**config.mk**
```make
export PLATFORM = sky130hd
export DESIGN_NAME = clk_en_gen
export DESIGN_NICKNAME = d
export VERILOG_FILES = /design/src/rtl/clk_en_gen_pkg.sv /design/src/rtl/clk_en_chan.sv /design/src/rtl/clk_en_gen.sv
export SDC_FILE = /design/constraint.sdc
export NUM_CORES = 1
export LEC_CHECK = 0
export BUFFER_PORTS_ARGS = -buffer_cell sky130_fd_sc_hd__buf_2
export CAP_MARGIN = 15
export CORE_MARGIN = 5
export CORE_UTILIZATION = 45
export CTS_CLUSTER_DIAMETER = 50
export DETAILED_ROUTE_END_ITERATION = 12
export SYNTH_ARGS = -nofsm -noshare
export SYNTH_HDL_FRONTEND = slang
export SYNTH_SLANG_ARGS = --single-unit
```
**constraint.sdc**
```tcl
create_clock -name clk -period 4.68 [get_ports clk]
set_input_delay 0.936 -clock clk [delete_from_list [all_inputs] [get_ports clk]]
set_output_delay 0.936 -clock clk [all_outputs]
set_load 0.01 [all_outputs]
```
**src/rtl/clk_en_gen_pkg.sv**
```systemverilog
// Shared widths, fixed-point helpers and the divisor type for the clock-enable generator.
package clk_en_gen_pkg;

   localparam int CEG_INT_W  = 16;
   localparam int CEG_FRAC_W = 8;
   localparam int CEG_DIV_W  = CEG_INT_W + CEG_FRAC_W;

   // Unsigned INT_W.FRAC_W fixed-point divisor at the default widths.
   typedef logic [CEG_DIV_W-1:0] ceg_div_t;

   // Fixed-point representation of 1.0 for a given number of fractional bits.
   function automatic logic [31:0] ceg_one(input int frac_w);
      return 32'd1 << frac_w;
   endfunction

   // Channel-select width; a single channel still gets a 1-bit select.
   function automatic int ceg_chan_w(input int channels);
      return (channels > 1) ? $clog2(channels) : 1;
   endfunction

endpackage

```
**src/rtl/clk_en_chan.sv**
```systemverilog
// One fractional clock-enable channel: accumulator, active divisor, shadow divisor
// and pending flag. The accumulator counts down by 1.0 per cycle and a pulse fires
// whenever less than one cycle of credit remains.
module clk_en_chan
   import clk_en_gen_pkg::*;
#(
   parameter int          INT_W       = CEG_INT_W,
   parameter int          FRAC_W      = CEG_FRAC_W,
   parameter int unsigned DEFAULT_DIV = 16 * ceg_one(CEG_FRAC_W)
) (
   input  logic                    clk_i,
   input  logic                    rst_n_i,
   input  logic                    en_i,
   input  logic                    sync_i,
   input  logic                    wr_i,
   input  logic [INT_W+FRAC_W-1:0] wr_div_i,
   output logic                    pending_o,
   output logic                    pulse_o
);

   localparam int             W       = INT_W + FRAC_W;
   localparam logic [W-1:0]   ONE     = W'(ceg_one(FRAC_W));
   localparam logic [W-1:0]   DIV_RST = W'(DEFAULT_DIV);

   logic [W-1:0] acc_q, acc_d;
   logic [W-1:0] div_q, div_d;
   logic [W-1:0] shadow_q, shadow_d;
   logic         pending_q, pending_d;
   logic         pulse_q;

   logic         pulse;
   logic         apply;
   logic [W-1:0] div_new;
   logic [W-1:0] div_eff;

   // Pulse whenever less than one cycle of credit remains; sync and disable both suppress it.
   assign pulse   = en_i && !sync_i && (acc_q < ONE);
   // A pending shadow is promoted at pulse, sync or while disabled.
   assign apply   = !en_i || sync_i || pulse;
   assign div_new = (apply && pending_q) ? shadow_q : div_q;
   // Divisors below 1.0 saturate to 1.0 so the channel simply pulses every cycle.
   assign div_eff = (div_new < ONE) ? ONE : div_new;

   // Next-state: promote shadow at apply points, then advance or clear the accumulator.
   // acc < ONE before the add, so acc + div_eff - ONE < div_eff and never overflows;
   // intermediate wrap of the sum cancels in modulo-2^W arithmetic.
   always_comb begin
      acc_d     = acc_q;
      div_d     = div_new;
      shadow_d  = shadow_q;
      pending_d = pending_q;
      if (apply) begin
         pending_d = 1'b0;
      end
      if (!en_i || sync_i) begin
         acc_d = '0;
      end else if (pulse) begin
         acc_d = acc_q + div_eff - ONE;
      end else begin
         acc_d = acc_q - ONE;
      end
      // Writes only arrive while nothing is pending, so they never race a promotion.
      if (wr_i) begin
         shadow_d  = wr_div_i;
         pending_d = 1'b1;
      end
   end

   // State registers with synchronous active-low reset; the output pulse is the registered condition.
   always_ff @(posedge clk_i) begin
      if (!rst_n_i) begin
         acc_q     <= '0;
         div_q     <= DIV_RST;
         shadow_q  <= DIV_RST;
         pending_q <= 1'b0;
         pulse_q   <= 1'b0;
      end else begin
         acc_q     <= acc_d;
         div_q     <= div_d;
         shadow_q  <= shadow_d;
         pending_q <= pending_d;
         pulse_q   <= pulse;
      end
   end

   assign pending_o = pending_q;
   assign pulse_o   = pulse_q;

endmodule

```
**src/rtl/clk_en_gen.sv**
```systemverilog
// Multi-channel fractional clock-enable generator with a shared divisor write port.
// Each channel owns a shadow register; a write is refused while that channel still
// has an unapplied divisor, and writes to nonexistent channels are acked and dropped.
module clk_en_gen
   import clk_en_gen_pkg::*;
#(
   parameter int          CHANNELS    = 2,
   parameter int          INT_W       = CEG_INT_W,
   parameter int          FRAC_W      = CEG_FRAC_W,
   parameter int unsigned DEFAULT_DIV = 16 * ceg_one(FRAC_W),
   localparam int         CW          = ceg_chan_w(CHANNELS)
) (
   input  logic                    clk,
   input  logic                    n_reset,
   input  logic [CHANNELS-1:0]     chan_en,
   input  logic                    sync,
   input  logic                    cfg_valid,
   output logic                    cfg_ready,
   input  logic [CW-1:0]           cfg_chan,
   input  logic [INT_W+FRAC_W-1:0] cfg_div,
   output logic [CHANNELS-1:0]     cfg_pending,
   output logic [CHANNELS-1:0]     clk_en_out
);

   logic [CHANNELS-1:0] wr;

   // Write decode: ready follows the addressed channel's pending flag; out-of-range is always ready.
   always_comb begin
      cfg_ready = 1'b1;
      wr        = '0;
      for (int i = 0; i < CHANNELS; i++) begin
         if (cfg_chan == CW'(i)) begin
            cfg_ready = !cfg_pending[i];
            wr[i]     = cfg_valid && !cfg_pending[i];
         end
      end
   end

   for (genvar g = 0; g < CHANNELS; g++) begin : g_chan
      clk_en_chan #(
         .INT_W       (INT_W),
         .FRAC_W      (FRAC_W),
         .DEFAULT_DIV (DEFAULT_DIV)
      ) u_chan (
         .clk_i     (clk),
         .rst_n_i   (n_reset),
         .en_i      (chan_en[g]),
         .sync_i    (sync),
         .wr_i      (wr[g]),
         .wr_div_i  (cfg_div),
         .pending_o (cfg_pending[g]),
         .pulse_o   (clk_en_out[g])
      );
   end

endmodule
```
==> impl_results.md <==
* Synth warn at 0
* Die H at 151 um
* Switching Share at 32.1%
* Pwr Density at 355 nW/um2
* Setup Buffers After CTS at 0
* Adder-Cell Fraction of Synth Area at 13.4%
* Clock Sink Count at 148
* Clk pwr share at 35.6%
* # fillers at 1855
* Global placement routability congestion at 0.852
* CP Launch Type: flip-flop
* Yosys cell types at 51
* Delay of the slowest critical-path stage at 0.41 ns
* DP Worst Slack at -0.0205 ns
* Comb power frac at 28.3%
* Area of the multi-input gates at 5590 um2
* Post-synthesis compound-gate area fraction at 15.3%
* FMAX at 226 MHz
* Starting DRT DRC Count at 292
* Most used cell, CP: buf_4
* Commonest non-fill, non-tap cells in the layout: dfxtp_1, nand2_1, inv_1, ha_1, nor2_1
* Switching power at 0.00120 W
* Antenna diode count at 0
* CP max FO at 5
* Fin. Hold Viols at 0
* Num ports at 36
* Final worst path period need at 4.43 ns
* Mapped Avg Cell Area at 8.31 um2
* Synth Instances at 1073
* Global-route wire length before repair at 34.6 mm
* Synth Flop Type: dfxtp_1
* Post-synth EDFFs at 0
* TritonCTS clock tree: yes
* Async SR Flop Fraction at 0%
* Internal at 0.00252 W
* Post-DP Area at 9750 um2
* Overflow after GRT at 0
* Largest net degree at the start of global routing at 55
* Synthesized flop and latch total at 148
* Hold crit path type: reg -> reg
* WP data required at 5.00 ns
* P_leak at 4.74 nW
* Outcome: finished, final reports clean
* Setup slack after layout at 0.251 ns
* Die Footprint at 22700 um2
* Site Rows at 51
* Synth top area share at 33.2%
* Final WL at 21.4 mm
* Final Util at 53.8%
* CTS buffer count at 17
* Seq pwr share at 36.1%
* Number of buffers and inverters on the critical path at 4
* DR DRC count at 0
* RSZ-0062 raised after global routing: no
* Simple-Gate Fraction of Synth Area at 19.8%
* Avg WL per Cell at 15.0 um
* Die X at 151 um
* H-tree depth at 4
* CP Data Arrival Time at 4.75 ns
* VDD IR-drop max at 0.215 mV
* Post-Syn Area at 8920 um2
* Fraction of layout cells with a size suffix above 1 at 14.7%
* Initial antenna violation count at 0
* All-Layer GR Usage at 19.3%
* Synthesized net count at 1198
* Commonest non-fill, non-tap cell in the layout: dfxtp_1
* Hold_ws at 0.461 ns
* Final slew viol count at 0
* Cell taking the most area after synthesis: dfxtp_1
* Tcrit/Tclk final at 94.6%
* Worst path slowest cell: fa_1
* Nets at 1271
* Maxcap violations at 0
* Vias/cell at 5.08
* Largest delay share family, worst path: compound AO/OA/AOI/OAI gates
* Vias in the first global route at 6902
* Sequential fraction of the synthesis area at 33.2%
* Port bufs at 35
* Worst slew margin at 38.5%
* R2R Setup Slk at 0.25 ns
* Post-route ant nets at 0
* Clk Latency, worst-skew pair at 0.42 ns
* Clock transition at the registers of the reported paths at 0.07 ns
* Ranking of synthesized cells by area: dfxtp_1, ha_1, nand2_1, mux2i_1, xnor2_1
* TritonRoute pass-1 iters at 5
* Clock buffer depth at 2
* Starting Density at 45.8%
* Crit path kind: reg -> reg
* Post-route cell area at 10500 um2
* P&R area growth vs syn at 17.4%
* Vias at 7229
* CP Capture Type: flip-flop
* Core area at 19500 um2
* Count of final setup violators at 0
* XOR/XNOR share of the synthesized area at 6.09%
* Crit-path cells: or3_1, nor4_1, buf_4, and3_2, o21ai_2, mux2i_2, buf_4, nor2_1, ha_1, ha_1, fa_1, a211oi_2, o21ai_0, a21oi_1, buf_4, o31ai_2, and4_1, buf_4, o31a_1, a211oi_1
* Mux contribution to synthesized area at 6.06%
* CTS root buf: clkbuf_16
* Post-DP HPWL at 16.9 mm
* Skew final at 0.0148 ns
* Storage element area at 2960 um2
* Worst Tran Pin Value at 0.921 ns
* Largest family of logic cells by synthesized area: simple AND/OR/NAND/NOR gates
[final timing paths]
kind	start	cells past startpoint	endpoint
worst max-delay path	g_chan[0].u_chan.acc_q[18]$_SDFF_PP0_	20	g_chan[0].u_chan.acc_q[19]$_SDFF_PP0_
worst max register to register	g_chan[0].u_chan.acc_q[18]$_SDFF_PP0_	20	g_chan[0].u_chan.acc_q[19]$_SDFF_PP0_
worst min register to register	g_chan[0].u_chan.acc_q[1]$_SDFFE_PP0N_	2	g_chan[0].u_chan.acc_q[1]$_SDFFE_PP0N_
worst min-delay path	g_chan[0].u_chan.acc_q[1]$_SDFFE_PP0N_	2	g_chan[0].u_chan.acc_q[1]$_SDFFE_PP0N_
[flip-flops by register name, summed over array words and instances (netlist names)]
name	flops
g_chan.u_chan.acc_q	48
g_chan.u_chan.div_q	48
g_chan.u_chan.pending_o	2
g_chan.u_chan.pulse_o	2
g_chan.u_chan.shadow_q	48
[worst reg2reg max path, stage by stage (launching register included)]
cell and delay, ns:
dfxtp_1 0.31, or3_1 0.40, nor4_1 0.19, buf_4 0.17, and3_2 0.23, o21ai_2 0.11, mux2i_2 0.28, buf_4 0.17
nor2_1 0.04, ha_1 0.18, ha_1 0.20, fa_1 0.41, a211oi_2 0.27, o21ai_0 0.12, a21oi_1 0.15, buf_4 0.13
o31ai_2 0.09, and4_1 0.25, buf_4 0.14, o31a_1 0.29, a211oi_1 0.19
[cell families (layout without fill, tap and decap cells)]
group | after synthesis | count (layout)
AOI/OAI and AO/OA | 203 | 203
buffers and inverters | 141 | 227
and+or+nand+nor | 371 | 371
DFF | 148 | 148
xor gates and xnor gates | 62 | 62
adders and majority gates | 94 | 94
muxes | 54 | 54
[final cells by class]
cell class,count,share of cell area (%)
Clock inverter,15,1.41
Sequential cell,148,28.3
Inverter,100,3.59
Tap cell,265,3.17
Multi-Input combinational cell,784,53.4
Clock buffer,17,4.06
Timing Repair Buffer,95,6.09
[power by group through the flow]
| stage | sequential (W) | clock (W) | combinational, W |
|---|---|---|---|
| 3_3_place_gp | 0.00137 | 0 | 0.00101 |
| 3_5_place_dp | 0.00137 | 0 | 0.00101 |
| 2_1_floorplan | 0.00136 | 0 | 0.000737 |
| 4_1_cts | 0.00134 | 0.00135 | 0.00102 |
| 5_1_grt | 0.00135 | 0.00140 | 0.00118 |
| 6_report | 0.00134 | 0.00132 | 0.00105 |
[synth_stat cells, types with 3 or more instances]
cell type    n
a2111oi_0    3
a211oi_1    33
a21boi_0    48
a21o_1      12
a21oi_1     51
a221oi_1     3
and3_1       5
buf_2        3
buf_4        4
clkbuf_1    33
dfxtp_1    148
ha_1        92
inv_1      100
mux2i_1     54
nand2_1    147
nand2b_1    10
nand3_1     17
nand4_1      7
nor2_1      72
nor2b_1     51
nor3_1      17
nor4_1      22
o21a_1       4
o21ai_0     19
o21bai_1     7
o221ai_1     3
o22ai_1      4
o31ai_1      3
or2_2        3
or3_1       10
xnor2_1     46
xor2_1      16
[routing by layer]
layer / vias up / part of all wire (%) / GRT usage [%]
li1: 3817 / - / -
met3: 18 / 2.8 / 2.99
met1: 3304 / 46 / 24.9
met5: - / 0 / 0
met2: 90 / 49 / 33.4
met4: 0 / 1.5 / 5.35
[per-stage QoR]
| step | total power (W) | TNS, ns | std cells |
|---|---|---|---|
| 2_1_floorplan | 0.00210 | 0 | 1073 |
| 3_5_place_dp | 0.00238 | -0.0486 | 1392 |
| 6_report | 0.00372 | 0 | 1424 |
| 5_1_grt | 0.00393 | 0 | 1424 |
| 4_1_cts | 0.00371 | 0 | 1424 |
| 3_3_place_gp | 0.00238 | 0 | 1392 |
[what timing repair did]
item	CTS	global route
endpoints found under the setup margin	2	14
gates resized for setup	0	33
pin swaps	1	3
hold buffers	0	0
Power figures use the tool's default switching activity.
